[src/rtl/ram_sweep_ctrl.sv]
// Sweep controller for the single-port lattice RAM. Streams every burst out to the
// compute stage, takes the results back and writes them in place, sharing the one
// RAM port between the outgoing read stream and the returning write stream.
module ram_sweep_ctrl #(
  parameter int unsigned DATA_WIDTH    = 32,
  parameter int unsigned ADDRESS_WIDTH = 12,
  parameter int unsigned DEPTH         = 2500,
  parameter int unsigned LANES         = 4
) (
  input  logic                             clk_i,
  input  logic                             rst_i,
  input  logic                             start_i,
  output logic                             busy_o,
  output logic                             done_o,
  output logic [DATA_WIDTH*LANES-1:0]      rd_data_o,
  output logic                             rd_valid_o,
  input  logic                             rd_ready_i,
  input  logic [DATA_WIDTH*LANES-1:0]      wr_data_i,
  input  logic                             wr_valid_i,
  output logic                             wr_ready_o,
  output logic [ADDRESS_WIDTH-1:0]         ram_addr_o,
  output logic                             ram_write_en_o,
  output logic [DATA_WIDTH*LANES-1:0]      ram_data_in_o,
  input  logic [DATA_WIDTH*LANES-1:0]      ram_data_out_i
);

  localparam int unsigned BurstW = DATA_WIDTH * LANES;
  localparam int unsigned Bursts = DEPTH / LANES;
  localparam int unsigned CntW   = $clog2(Bursts + 1);

  if ((DEPTH % LANES) != 0) begin : gen_depth_check
    $error("DEPTH must be a multiple of LANES");
  end

  typedef enum logic [1:0] {StIdle, StSweep, StDone} state_e;

  state_e                   state_q, state_d;
  logic [ADDRESS_WIDTH-1:0] rd_ptr_q, wr_ptr_q, addr_q;
  logic [CntW-1:0]          rd_issued_q, rd_delivered_q, wr_cnt_q;
  logic                     inflight_q;
  logic [BurstW-1:0]        fifo_mem_q [2];
  logic                     fifo_rd_idx_q, fifo_wr_idx_q;
  logic [1:0]               fifo_cnt_q;

  logic                     sweep, rd_valid, pop, wr_ready, wr_fire, rd_issue;
  logic [2:0]               occupancy;
  logic [ADDRESS_WIDTH-1:0] ram_addr;

  // Handshakes and port arbitration; an accepted write always takes the port.
  always_comb begin
    sweep     = (state_q == StSweep);
    rd_valid  = (fifo_cnt_q != 2'd0);
    pop       = rd_valid && rd_ready_i;
    // A result is only taken once its source burst has left, so no unread cell is hit.
    wr_ready  = sweep && (wr_cnt_q < rd_delivered_q);
    wr_fire   = wr_valid_i && wr_ready;
    // Reads are throttled so the in-flight word always has a FIFO slot to land in.
    occupancy = 3'(fifo_cnt_q) + 3'(inflight_q) - 3'(pop);
    rd_issue  = sweep && !wr_fire && (rd_issued_q < CntW'(Bursts)) && (occupancy < 3'd2);
    if (wr_fire) begin
      ram_addr = wr_ptr_q;
    end else if (rd_issue) begin
      ram_addr = rd_ptr_q;
    end else begin
      ram_addr = addr_q;
    end
  end

  assign busy_o         = sweep;
  assign done_o         = (state_q == StDone);
  assign rd_valid_o     = rd_valid;
  assign rd_data_o      = rd_valid ? fifo_mem_q[fifo_rd_idx_q] : '0;
  assign wr_ready_o     = wr_ready;
  assign ram_addr_o     = ram_addr;
  assign ram_write_en_o = wr_fire;
  assign ram_data_in_o  = wr_fire ? wr_data_i : '0;

  // Next-state logic for the sweep FSM.
  always_comb begin
    state_d = state_q;
    unique case (state_q)
      StIdle:  if (start_i) state_d = StSweep;
      StSweep: if (wr_fire && (wr_cnt_q == CntW'(Bursts - 1))) state_d = StDone;
      StDone:  state_d = StIdle;
      default: state_d = StIdle;
    endcase
  end

  // State, pointers, counters and FIFO bookkeeping; counters sit at zero while idle.
  always_ff @(posedge clk_i) begin
    if (rst_i) begin
      state_q        <= StIdle;
      addr_q         <= '0;
      inflight_q     <= 1'b0;
      rd_ptr_q       <= '0;
      wr_ptr_q       <= '0;
      rd_issued_q    <= '0;
      rd_delivered_q <= '0;
      wr_cnt_q       <= '0;
      fifo_rd_idx_q  <= 1'b0;
      fifo_wr_idx_q  <= 1'b0;
      fifo_cnt_q     <= 2'd0;
    end else begin
      state_q    <= state_d;
      addr_q     <= ram_addr;
      inflight_q <= rd_issue;
      if (state_q == StIdle) begin
        rd_ptr_q       <= '0;
        wr_ptr_q       <= '0;
        rd_issued_q    <= '0;
        rd_delivered_q <= '0;
        wr_cnt_q       <= '0;
      end else begin
        if (rd_issue) begin
          rd_ptr_q    <= rd_ptr_q + ADDRESS_WIDTH'(LANES);
          rd_issued_q <= rd_issued_q + 1'b1;
        end
        if (pop) begin
          rd_delivered_q <= rd_delivered_q + 1'b1;
        end
        if (wr_fire) begin
          wr_ptr_q <= wr_ptr_q + ADDRESS_WIDTH'(LANES);
          wr_cnt_q <= wr_cnt_q + 1'b1;
        end
      end
      if (inflight_q) begin
        fifo_wr_idx_q <= ~fifo_wr_idx_q;
      end
      if (pop) begin
        fifo_rd_idx_q <= ~fifo_rd_idx_q;
      end
      fifo_cnt_q <= fifo_cnt_q + 2'(inflight_q) - 2'(pop);
    end
  end

  // Burst storage; the RAM word read last cycle lands here.
  always_ff @(posedge clk_i) begin
    if (inflight_q) begin
      fifo_mem_q[fifo_wr_idx_q] <= ram_data_out_i;
    end
  end

endmodule

[config.mk]
export PLATFORM = sky130hd
export DESIGN_NAME = ram_sweep_ctrl
export DESIGN_NICKNAME = d
export VERILOG_FILES = /design/src/rtl/ram_sweep_ctrl.sv
export SDC_FILE = /design/constraint.sdc
export NUM_CORES = 1
export LEC_CHECK = 0
export CAP_MARGIN = 20
export CELL_PAD_IN_SITES_DETAIL_PLACEMENT = 1
export CELL_PAD_IN_SITES_GLOBAL_PLACEMENT = 1
export CORE_ASPECT_RATIO = 0.75
export CORE_MARGIN = 5
export CORE_UTILIZATION = 36
export DETAILED_ROUTE_END_ITERATION = 16
export PLACE_DENSITY_LB_ADDON = 0.1
export SKIP_LAST_GASP = 1
export SLEW_MARGIN = 25
export SYNTH_ARGS = -nofsm -noshare
export SYNTH_HDL_FRONTEND = slang
export SYNTH_SLANG_ARGS = --single-unit
export TNS_END_PERCENT = 30
[constraint.sdc]
create_clock -name clk_i -period 12.2 [get_ports clk_i]
set_clock_uncertainty 0.2 [all_clocks]
set_input_delay 2.44 -clock clk_i [delete_from_list [all_inputs] [get_ports clk_i]]
set_output_delay 2.44 -clock clk_i [all_outputs]
set_load 0.05 [all_outputs]
# [Word-level counts from Yosys, hierarchy flattened]
# Memories as Yosys holds them, arrays and structs flattened. A register that Yosys moved wholly into a read port is not among the register bits.
# Cells that the tools add are included.
[totals] n_memories=1 latch_bits=0 word_cells=54 reg_bits=73 ram_bits=256 input_bits=261 romBits=0
[mem_list] memory="fifo_mem_q" depth=2 width=128 rd=1 rd_clocked_by_memory_dff=1 wr=1 line="41" text="logic [BurstW-1:0] fifo_mem_q [2];"
[op_classes] order_cmp=3 n_reduce_logical=12 mul=0 eq_ne=5 div=0 n_shift=0 bitwise=2 n_mux=11 add_sub_neg=9
[ops] op="$mux 128" count=2
[ops] op="$add 10x1->10 const B" count=3
[ops] op="$add 12x3->12 const B" count=2
[ops] op="$mux 12" count=2
[ops] op="$eq 10x10->1 const B" count=1
[ops] op="$lt 10x10->1" count=1
[ops] op="$lt 10x10->1 const B" count=1
[ops] op="$logic_and 1x1->1" count=7
[ops] op="$mux 1" count=4
[ops] op="$mux 2" count=2
[ops] op="$pmux 2 s2" count=1
[ops] op="$add 2x1->3" count=1
[ops] op="$lt 3x2->1 const B" count=1
[ops] op="$sub 3x1->3" count=1
[ops] op="$add 2x1->2" count=1
[ops] op="$eq 2x1->1 const B" count=1
[ops] op="$eq 2x2->1 const B" count=1
[ops] op="$logic_not 2->1" count=1
[ops] op="$ne 2x1->1 const B" count=1
[ops] op="$ne 2x2->1 const B" count=1
[ops] op="$not 1->1" count=2
[ops] op="$reduce_and 2->1" count=1
[ops] op="$reduce_bool 2->1" count=1
[ops] op="$reduce_or 2->1" count=1
[ops] op="other kinds (2)" count=2

# [Depth between registers and ports, before layout]
# Gate-level depths: netlist (run 1).
[depth] ltp_word=9 ltp_mapped=15 mapped_depth_nobuf=12

# [Least setup slack after synthesis (run 1)]
# Ideal clock, no wire load.
[synth_timing] path_kind="input-to-output" startpoint="in rd_ready_i" endpoint="out ram_addr_o[10]" n_path_buf=2 stages=11 required_ps=9560 path_slack_ps=3856 arrival_time_ps=5704 cell_sequence="and2_1 -> clkbuf_1 -> ha_1 -> inv_1 -> ha_1 -> fa_1 -> xnor2_1 -> a2111oi_4 -> buf_2 -> mux2i_1 -> a21oi_1"
[synth_between] elab_chain_cells=6
[synth_lines] item="from (decl)" line="17" text="input logic rd_ready_i,"
[synth_lines] item="$logic_and 1x1->1" line="53" text="pop = rd_valid && rd_ready_i;"
[synth_lines] item="net pop" line="45" text="logic sweep, rd_valid, pop, wr_ready, wr_fire, rd_issue;"
[synth_lines] item="$sub 3x1->3" line="58" text="occupancy = 3'(fifo_cnt_q) + 3'(inflight_q) - 3'(pop);"
[synth_lines] item="$lt 3x2->1" line="59" text="rd_issue = sweep && !wr_fire && (rd_issued_q < CntW'(Bursts)) && (occupancy < 3'd2);"
[synth_lines] item="$logic_and 1x1->1" line="59"
[synth_lines] item="$mux 12" line="62" text="end else if (rd_issue) begin"
[synth_lines] item="$mux 12" line="60" text="if (wr_fire) begin"
[synth_lines] item="to (decl)" line="21" text="output logic [ADDRESS_WIDTH-1:0] ram_addr_o,"
# The timed path passes the listed nets, and every way through them passes these cells.

# [Worst setup path after layout (run 1)]
[layout_timing] startpoint="in wr_valid_i" endpoint="out ram_data_in_o[34]"
[layout_between] elab_chain_cells=2
[layout_lines] item="from (decl)" line="19" text="input logic wr_valid_i,"
[layout_lines] item="$logic_and 1x1->1" line="56" text="wr_fire = wr_valid_i && wr_ready;"
[layout_lines] item="$mux 128" line="76" text="assign ram_data_in_o = wr_fire ? wr_data_i : '0;"
[layout_lines] item="to (decl)" line="23" text="output logic [DATA_WIDTH*LANES-1:0] ram_data_in_o,"
# Every way passes these cells.

==> metrics.txt, run 1 <==
Vias 10.4k; Reg2Reg Depth 10; Post-Synthesis Cells 1086; Worst Path Arrival 6.32 ns; Post-CTS Setup Bufs 0; sequential element share of the synthesized area 65.5%; global-route wire length before repair 73200 um; Max Slew Vio Count 0; I/O pins 534; Clock Tree Root clkbuf_16; Max Cap Viol 0; syn avg cell area 12.8 um^2; Final GP Congestion 0.932; Final Hold Viols 0; Crit Path Max Fanout 73; Worst-Margin Slew 1.02 ns; Mapped Nets 1366; xor and xnor area share after synthesis 1.89%; vias per cell 4.81; Post-synth EDFFs 256; die span in x 237 um; H-Tree Depth 2; Reg2Reg Setup Slack 8.18 ns; achievable frequency 112 MHz; Simple-Gate Fraction of Synth Area 14.9%; cts repair resizes 0; Initial Utilization 36.4%; startpoint types input port; CTS Buffer Depth 3; antenna violations before repair 15; core area 38200 um^2; largest family of logic cells by synthesized area simple AND/OR/NAND/NOR gates; Die Y 180 um; Adder-Cell Fraction of Synth Area 1.77%; DRT antenna net count 0; WHS Path Cells 2; Std-Cell Rows 62; share of post-route cells with drive strength above 1 4.41%; post-synth cell types 45; Final Total Pwr 3.91 mW; Synth Warn # 0; Synth Area in Compound Gates 3.57%; Clock transition at path regs 0.06 ns; Area Overhead vs Synth 50.4%; All-Layer GR Usage 22.7%; RSZ-0062 raised after global routing no; Post-DP HPWL 37700 um; drt total wl 50300 um; relative slew slack 31.9%; clk sink count 326; number of synthesized register bits 326; final hold slack 0.288 ns; GR Overflow Total 0; DRC 0; Pre-antenna DRT Iters 4; most frequent cells in the layout clkdlybuf4s50_1 (533), edfxtp_1 (256), nor2_1 (178), mux2i_1 (139), and2_1 (129); VDD IR max 0.000108 V; mux cell area share after synthesis 10.0%; Finished Cell Area 20900 um^2; WP data required 9.56 ns; drt first-iter violations 474; Syn Std Cell Area 13900 um^2; Critical Setup Path Class input port to output pin; largest net degree at the start of global routing 82; HP Class flop to flop; PwrDens 187 nW/um^2; dpl cell area 19700 um^2; Final Critical Period 8.96 ns; hold buffers post-CTS 0; Layout Nets 1887; vias in the first global route 11.1k; Leak Pwr 6.96 nW; status finished clean; Worst-Skew Late Latency 0.51 ns; CTS tree built; period utilization 73.4%; sum of negative setup slack 0 ns; crit end category output pin; I/O Buffers 533; final number of setup-violating endpoints 0; most common cell after layout, fill and taps aside clkdlybuf4s50_1; die area 42600 um^2; DR WL/cell 23.3 um; clock buffer count from CTS 35; FFs w/ async S/R, synth 0%; Synth Flop Type edfxtp_1
==> final cells by class <==
class | instances | area [um^2]
clock inverters | 18 | 175
clock buffers | 46 | 948
inverters | 25 | 95.1
multi-input cells | 674 | 4480
repair buffers | 545 | 5430
fillers | 3918 | 17300
diodes | 12 | 30.0
flip-flops and latches | 326 | 9090
well taps | 512 | 641
==> layer usage <==
metal	GRT usage (%)	up-vias	part of all wire, %
li1	-	4904	-
met5	2.47	-	0.099
met2	36.5	331	47
met4	7.48	8	2.7
met1	28.0	5063	41
met3	8.66	65	8.7
==> synth_stat cells (2+ instances only) <==
cell type / number / area, um^2
buf_1: 7 / 26.3
or2_2: 3 / 18.8
a211oi_1: 11 / 82.6
nand2b_1: 2 / 12.5
xor2_1: 3 / 26.3
clkbuf_1: 48 / 180
xnor2_1: 27 / 236
nand4_1: 8 / 50.1
nor3_1: 12 / 60.1
or4_1: 7 / 52.6
o21ai_0: 9 / 45.0
nor2_1: 179 / 672
nand3_1: 16 / 80.1
o211ai_1: 4 / 30.0
o31ai_1: 5 / 37.5
buf_2: 5 / 25.0
ha_1: 18 / 225
a21o_1: 2 / 15.0
o21a_1: 5 / 37.5
edfxtp_1: 256 / 7690
or3_1: 8 / 50.1
inv_1: 25 / 93.8
nor2b_1: 6 / 37.5
and2_1: 130 / 813
nor4_1: 8 / 50.1
a21oi_1: 28 / 140
mux2i_1: 139 / 1390
dfxtp_1: 70 / 1400
nand2_1: 25 / 93.8
nor3b_1: 5 / 37.5
==> power by group <==
group / internal (mW) / switching [mW] / total (mW) / leakage, nW
clock network: 0.615 / 0.430 / 1.05 / 0.547
registers: 1.32 / 0.0477 / 1.37 / 2.89
logic: 0.495 / 1.00 / 1.50 / 3.53
==> cells by family (layout without fill, tap and decap cells) <==
family	count (synthesis)	count (layout)
adders and majority gates	19	19
buffers and inverters	86	634
AOI/OAI and AO/OA	73	73
and+or+nand+nor	413	413
other	0	12
muxes	139	139
xor gates and xnor gates	30	30
DFF	326	326
==> per-stage QoR <==
| step | instances | utilization (%) | setup slack, ns |
|---|---|---|---|
| after detailed placement | 2082 | 51.7 | 3.24 |
| after global placement | 2082 | 51.7 | 3.35 |
| after global routing | 2156 | 54.7 | 2.99 |
| final | 2158 | 54.7 | 3.24 |
| after floorplan | 1086 | - | 3.86 |
| after CTS | 2146 | 54.6 | 3.24 |
==> critical path: stages <==
cell	delay, ns
clkdlybuf4s50_1	0.45
inv_1	0.04
a211o_1	0.49
or2_2	0.38
buf_4	0.26
clkinv_2	0.54
buf_4	0.57
and2_1	0.23
clkdlybuf4s50_1	0.82
==> flip-flops by register name, summed over array words and instances (netlist names), named ones only <==
register        count
wr_ptr_q           10
rd_ptr_q           10
addr_q             12
state_q             2
wr_cnt_q           10
fifo_rd_idx_q       1
rd_issued_q        10
fifo_mem_q        256
rd_delivered_q     10
inflight_q          1
fifo_cnt_q          2
fifo_wr_idx_q       1
==> final timing paths <==
kind | startpoint | to
min | wr_ptr_q[11] | wr_ptr_q[11]
min reg2reg | wr_ptr_q[11] | wr_ptr_q[11]
max reg2reg | rd_delivered_q[7] | addr_q[0]
max | wr_valid_i | ram_data_in_o[34]
(Power assumes the default switching activity.)
==> run 2: changes to the inputs <==
--- a/config.mk
+++ b/config.mk
@@ -10,7 +10,7 @@
 export CELL_PAD_IN_SITES_GLOBAL_PLACEMENT = 1
 export CORE_ASPECT_RATIO = 0.75
 export CORE_MARGIN = 5
-export CORE_UTILIZATION = 36
+export CORE_UTILIZATION = 34
 export DETAILED_ROUTE_END_ITERATION = 16
 export PLACE_DENSITY_LB_ADDON = 0.1
 export SKIP_LAST_GASP = 1
==> constraint.sdc (replaced) <==
create_clock -name clk_i -period 8.58 [get_ports clk_i]
set_clock_uncertainty 0.2 [all_clocks]
set_input_delay 1.716 -clock clk_i [delete_from_list [all_inputs] [get_ports clk_i]]
set_output_delay 1.716 -clock clk_i [all_outputs]
set_load 0.05 [all_outputs]
==> metrics.txt, run 2 (synthesis gave the netlist of run 1 again) <==
status finished clean (unchanged); clk sink count 326 (unchanged); sum of negative setup slack 0 ns (unchanged); I/O pins 534 (unchanged); CP max stage cell clkdlybuf4s50_1 (unchanged); GR Overflow Total 0 (unchanged); achievable frequency 135 MHz; CP top delay family buffers and inverters (unchanged); Largest regs fifo_mem_q x256, addr_q x12 (unchanged); Max Slew Vio Count 0 (unchanged); Crit Path Max Fanout 71 (was 73); CP max stage delay 0.86 ns (was 0.82 ns); Worst-Margin Slew 0.963 ns (was 1.02 ns); CTS Buffer Depth 3 (unchanged); drt total wl 48200 um (was 50300 um); Clock Tree Root clkbuf_16 (unchanged); met2 WL post-DR 23600 um (was 23900 um); Post-DP HPWL 35900 um (was 37700 um); Leak Pwr 6.94 nW (was 6.96 nW); VDD IR max 0.000182 V (was 0.000108 V); fin util 51.3% (was 54.7%); Storage cell area 9090 um^2 (unchanged); period utilization 86.2%; uppermost routed layer met5 (unchanged); die area 45000 um^2 (was 42600 um^2); HP Class flop to flop (unchanged); Clock transition at path regs 0.06 ns (about the same); final number of setup-violating endpoints 0 (unchanged); Std-Cell Rows 64 (was 62); Area Overhead vs Synth 50.1% (was 50.4%); antenna violations before repair 5 (was 15); Initial Utilization 34.2% (was 36.4%); WP data required 6.66 ns (was 9.56 ns); largest reg by FF count fifo_mem_q (unchanged); Reg2Reg Setup Slack 4.74 ns (was 8.18 ns); fillers 4181 (was 3918); I/O Buffers 533 (unchanged); CP bufs+invs 6 (unchanged); relative slew slack 35.8% (was 31.9%); drt first-iter violations 526 (was 474); startpoint types input port (unchanged); CTS tree built (unchanged); largest net degree at the start of global routing 101 (was 82); max reg flops 256 (unchanged); All-Layer GR Usage 20.4% (was 22.7%); DRT antenna net count 0 (unchanged); clock buffer count from CTS 35 (unchanged); DR WL/cell 22.3 um (was 23.3 um); hold buffers post-CTS 0 (unchanged); DRC 0 (unchanged); most frequent cells in the layout clkdlybuf4s50_1 (533), edfxtp_1 (256), nor2_1 (178), mux2i_1 (139), and2_1 (129) (unchanged); H-Tree Depth 2 (unchanged); Max Cap Viol 0 (unchanged); die span in x 243 um (was 237 um); Final Hold Viols 0 (unchanged); cts repair resizes 0 (unchanged); Worst path most repeated cell clkdlybuf4s50_1; vias per cell 4.80 (was 4.81); RSZ-0062 raised after global routing no (unchanged); Post-CTS Setup Bufs 0 (unchanged); Final Critical Period 7.40 ns; crit end category output pin (unchanged); Critical Setup Path Class input port to output pin (unchanged); met1 WL 20900 um (was 20600 um); Worst Path Arrival 5.48 ns (was 6.32 ns); Pre-antenna DRT Iters 6 (was 4); Layout Nets 1888 (was 1887); Vias 10.4k (about the same); vias in the first global route 11.1k (about the same); most common cell after layout, fill and taps aside clkdlybuf4s50_1 (unchanged); routed wl met3 3010 um (was 4360 um); global-route wire length before repair 70100 um (was 73200 um); PwrDens 262 nW/um^2 (was 187 nW/um^2); Worst-Skew Late Latency 0.52 ns (was 0.51 ns); Final GP Congestion 0.864 (was 0.932); core area 40600 um^2 (was 38200 um^2); share of post-route cells with drive strength above 1 4.23% (was 4.41%); Die Y 185 um (was 180 um); Critical Path, Cell by Cell clkdlybuf4s50_1 > inv_1 > a211o_1 > buf_4 > or2_2 > inv_2 > buf_12 > and2_1 > clkdlybuf4s50_1 (was clkdlybuf4s50_1 > inv_1 > a211o_1 > or2_2 > buf_4 > clkinv_2 > buf_4 > and2_1 > clkdlybuf4s50_1); final hold slack 0.306 ns (was 0.288 ns); area occupied by multi-input gates 4480 um^2 (unchanged)
run 2: through the flow:
| stage | power, mW | instances | setup WS [ns] | cell area (um^2) |
|---|---|---|---|---|
| floorplan | 3.33 | 1086 | 1.68 | 13900 |
| global placement | 4.11 | 2098 | 1.26 | 19800 |
| detailed placement | 4.12 | 2099 | 1.18 | 19800 |
| CTS | 5.54 | 2159 | 1.18 | 20800 |
| global route | 5.69 | 2160 | 0.957 | 20800 |
| finish | 5.46 | 2162 | 1.18 | 20800 |
run 2: worst register-to-register path, delay by kind of cell, from the launching register on:
family          cells  cell delay [ns]
buf+inv             2             1.01
fa+ha+maj           1             0.30
flops               1             0.45
compound gates      5             1.19
simple gates        1             0.59
run 2: power by group:
| part | internal, mW | leakage, nW | switching, mW | total, mW |
|---|---|---|---|---|
| clock network | 0.801 | 0.508 | 0.593 | 1.39 |
| logic | 0.707 | 3.54 | 1.42 | 2.13 |
| registers | 1.87 | 2.89 | 0.0647 | 1.94 |
| total | 3.38 | 6.94 | 2.08 | 5.46 |
run 2: cell type report:
cell class / count / share of cell area (%)
multi-input combinational: 674 / 21.5
tap: 528 / 3.17
clock inverter: 9 / 0.198
inverter: 25 / 0.450
clock buffer: 51 / 4.78
timing repair buffer: 546 / 26.3
antenna: 3 / 0.0360
sequential: 326 / 43.6
run 2: layer usage:
layer	vias up	track usage (%)
met5	-	0
met4	6	4.26
met3	45	4.92
met2	309	34.9
met1	5126	26.7
li1	4887	-
run 2: path summary, 6_finish.rpt:
kind / start / end / depth (start not counted)
min: rd_delivered_q[7] / rd_delivered_q[7] / 2
max: wr_valid_i / ram_data_in_o[93] / 9
max reg2reg: wr_cnt_q[7] / wr_ptr_q[10] / 9
min reg2reg: rd_delivered_q[7] / rd_delivered_q[7] / 2
==> run 3: changes to the inputs <==
--- a/config.mk
+++ b/config.mk
@@ -12,7 +12,7 @@
 export CORE_MARGIN = 5
 export CORE_UTILIZATION = 34
 export DETAILED_ROUTE_END_ITERATION = 16
-export PLACE_DENSITY_LB_ADDON = 0.1
+export PLACE_DENSITY = 0.78
 export SKIP_LAST_GASP = 1
 export SLEW_MARGIN = 25
 export SYNTH_ARGS = -nofsm -noshare
==> metrics.txt, run 3 (synthesis gave the netlist of run 1 again) <==
CP max stage cell clkdlybuf4s50_1 (unchanged); Max Slew Vio Count 0 (unchanged); WHS Path Cells 2 (unchanged); Clock Tree Root clkbuf_16 (unchanged); FF-to-FF Start fifo_cnt_q[1] (was wr_cnt_q[7]); CTS Buffer Depth 3 (unchanged); H-Tree Depth 2 (unchanged); Die Y 185 um (unchanged); CTS tree built (unchanged); cts repair resizes 0 (unchanged); DRC 0 (unchanged); I/O Buffers 533 (unchanged); VDD IR max 0.000137 V (was 0.000182 V); Finished Cell Area 21000 um^2 (was 20800 um^2); period utilization 84.4% (was 86.2%); Critical Setup Path Class input port to output pin (unchanged); crit path launch rd_ready_i (was wr_valid_i); Layout Nets 1887 (was 1888); Crit Path Max Fanout 18 (was 71); sum of negative setup slack 0 ns (unchanged); Vias 10.5k (was 10.4k); Reg2Reg Setup Slack 4.75 ns (was 4.74 ns); WP data required 6.66 ns (about the same); reg2reg end rd_issued_q[8] (was wr_ptr_q[10]); Post-DP HPWL 34000 um (was 35900 um); All-Layer GR Usage 19.6% (was 20.4%); Final Critical Period 7.24 ns (was 7.40 ns); Pre-antenna DRT Iters 4 (was 6); most frequent cells in the layout clkdlybuf4s50_1 (526), edfxtp_1 (256), nor2_1 (178), mux2i_1 (139), and2_1 (129) (was clkdlybuf4s50_1 (533), edfxtp_1 (256), nor2_1 (178), mux2i_1 (139), and2_1 (129)); final number of setup-violating endpoints 0 (unchanged); Final Hold Viols 0 (unchanged); HP Class flop to flop (unchanged); Worst Path Arrival 5.33 ns (was 5.48 ns); Initial Utilization 34.2% (unchanged); Critical Path, Cell by Cell clkdlybuf4s50_1 > and2_1 > ha_1 > inv_1 > ha_1 > fa_1 > xnor2_1 > a2111oi_4 > buf_4 > mux2i_1 > a21oi_1 > clkdlybuf4s50_1 (was clkdlybuf4s50_1 > inv_1 > a211o_1 > buf_4 > or2_2 > inv_2 > buf_12 > and2_1 > clkdlybuf4s50_1); Largest regs fifo_mem_q x256, addr_q x12 (unchanged); Worst-Margin Slew 1.02 ns (was 0.963 ns); Leak Pwr 7.02 nW (was 6.94 nW); vias per cell 4.84 (was 4.80); status finished clean (unchanged); PwrDens 269 nW/um^2 (was 262 nW/um^2); share of post-route cells with drive strength above 1 5.08% (was 4.23%); Final GP Congestion 0.909 (was 0.864); Post-CTS Setup Bufs 0 (unchanged); Std-Cell Rows 64 (unchanged); DRT antenna net count 0 (unchanged); clock buffer count from CTS 36 (was 35); Hold Path End wr_ptr_q[11] (was rd_delivered_q[7]); dpl cell area 19700 um^2 (was 19800 um^2); achievable frequency 138 MHz (was 135 MHz); hold buffers post-CTS 0 (unchanged); Final Total Pwr 5.66 mW (was 5.46 mW); setup ws final 1.34 ns (was 1.18 ns); final hold slack 0.293 ns (was 0.306 ns); global-route wire length before repair 68400 um (was 70100 um); largest net degree at the start of global routing 133 (was 101); max reg flops 256 (unchanged); clk sink count 326 (unchanged); GR Overflow Total 0 (unchanged); min-delay src wr_ptr_q[11] (was rd_delivered_q[7]); core area 40600 um^2 (unchanged); crit end category output pin (unchanged); largest reg by FF count fifo_mem_q (unchanged); DR WL/cell 21.5 um (was 22.3 um); startpoint types input port (unchanged); drt first-iter violations 539 (was 526); Clock transition at path regs 0.06 ns (about the same); relative slew slack 31.9% (was 35.8%); antenna violations before repair 13 (was 5); drt total wl 46700 um (was 48200 um); I/O pins 534 (unchanged); most common cell after layout, fill and taps aside clkdlybuf4s50_1 (unchanged); Reg2Reg Depth 13 (was 9); vias in the first global route 11.3k (was 11.1k); Max Cap Viol 0 (unchanged); CP max stage delay 0.85 ns (was 0.86 ns); worst slack, placed 1.30 ns (was 1.18 ns); Area Overhead vs Synth 51.3% (was 50.1%); die span in x 243 um (unchanged); RSZ-0062 raised after global routing no (unchanged); die area 45000 um^2 (unchanged); Worst-Skew Late Latency 0.51 ns (was 0.52 ns)
run 3: per-stage QoR:
step / util [%] / cells
4_1_cts: 51.6 / 2160
2_1_floorplan: - / 1086
3_5_place_dp: 48.6 / 2096
6_report: 51.8 / 2169
5_1_grt: 51.7 / 2167
3_3_place_gp: 48.6 / 2096
run 3: how the worst max path moves through the flow:
| stage | cells after the start | to | slack (ns) |
|---|---|---|---|
| 2_1_floorplan | 11 | ram_addr_o[10] | 1.68 |
| 3_3_place_gp | 12 | ram_addr_o[3] | 1.34 |
| 3_5_place_dp | 12 | ram_addr_o[6] | 1.30 |
| 4_1_cts | 12 | ram_addr_o[3] | 1.28 |
| 5_1_grt | 12 | ram_addr_o[4] | 1.11 |
| 6_report | 12 | ram_addr_o[6] | 1.34 |
run 3: final cells by class:
cell class / count / area, um^2
fillers: 4138 / 19600
multi-input cells: 674 / 4480
repair buffers: 544 / 5450
well taps: 528 / 661
clock inverters: 17 / 228
diodes: 8 / 20.0
inverters: 25 / 93.8
flip-flops and latches: 326 / 9090
clock buffers: 47 / 993
run 3: critical path, delay by kind of cell:
family	cells	cell delay, ns
buffers and inverters	4	1.64
adder cells (fa/ha/maj)	3	0.90
AO/OA/AOI/OAI	2	0.50
AND/OR/NAND/NOR	1	0.24
XOR/XNOR	1	0.17
multiplexers	1	0.15
run 3: per-layer routing:
| metal | wire, um | part of all wire [%] | GRT usage (%) | up-vias |
|---|---|---|---|---|
| met5 | 55 | 0.12 | 0 | - |
| met4 | 1080 | 2.3 | 5.67 | 8 |
| met3 | 4240 | 9.1 | 7.85 | 65 |
| met2 | 24100 | 52 | 35.4 | 351 |
| met1 | 17200 | 37 | 21.5 | 5181 |
| li1 | - | - | - | 4888 |
run 3: power breakdown:
group | switching, mW | internal, mW | total (mW)
combinational | 1.44 | 0.710 | 2.15
clock | 0.617 | 0.970 | 1.59
sequential | 0.0449 | 1.87 | 1.92
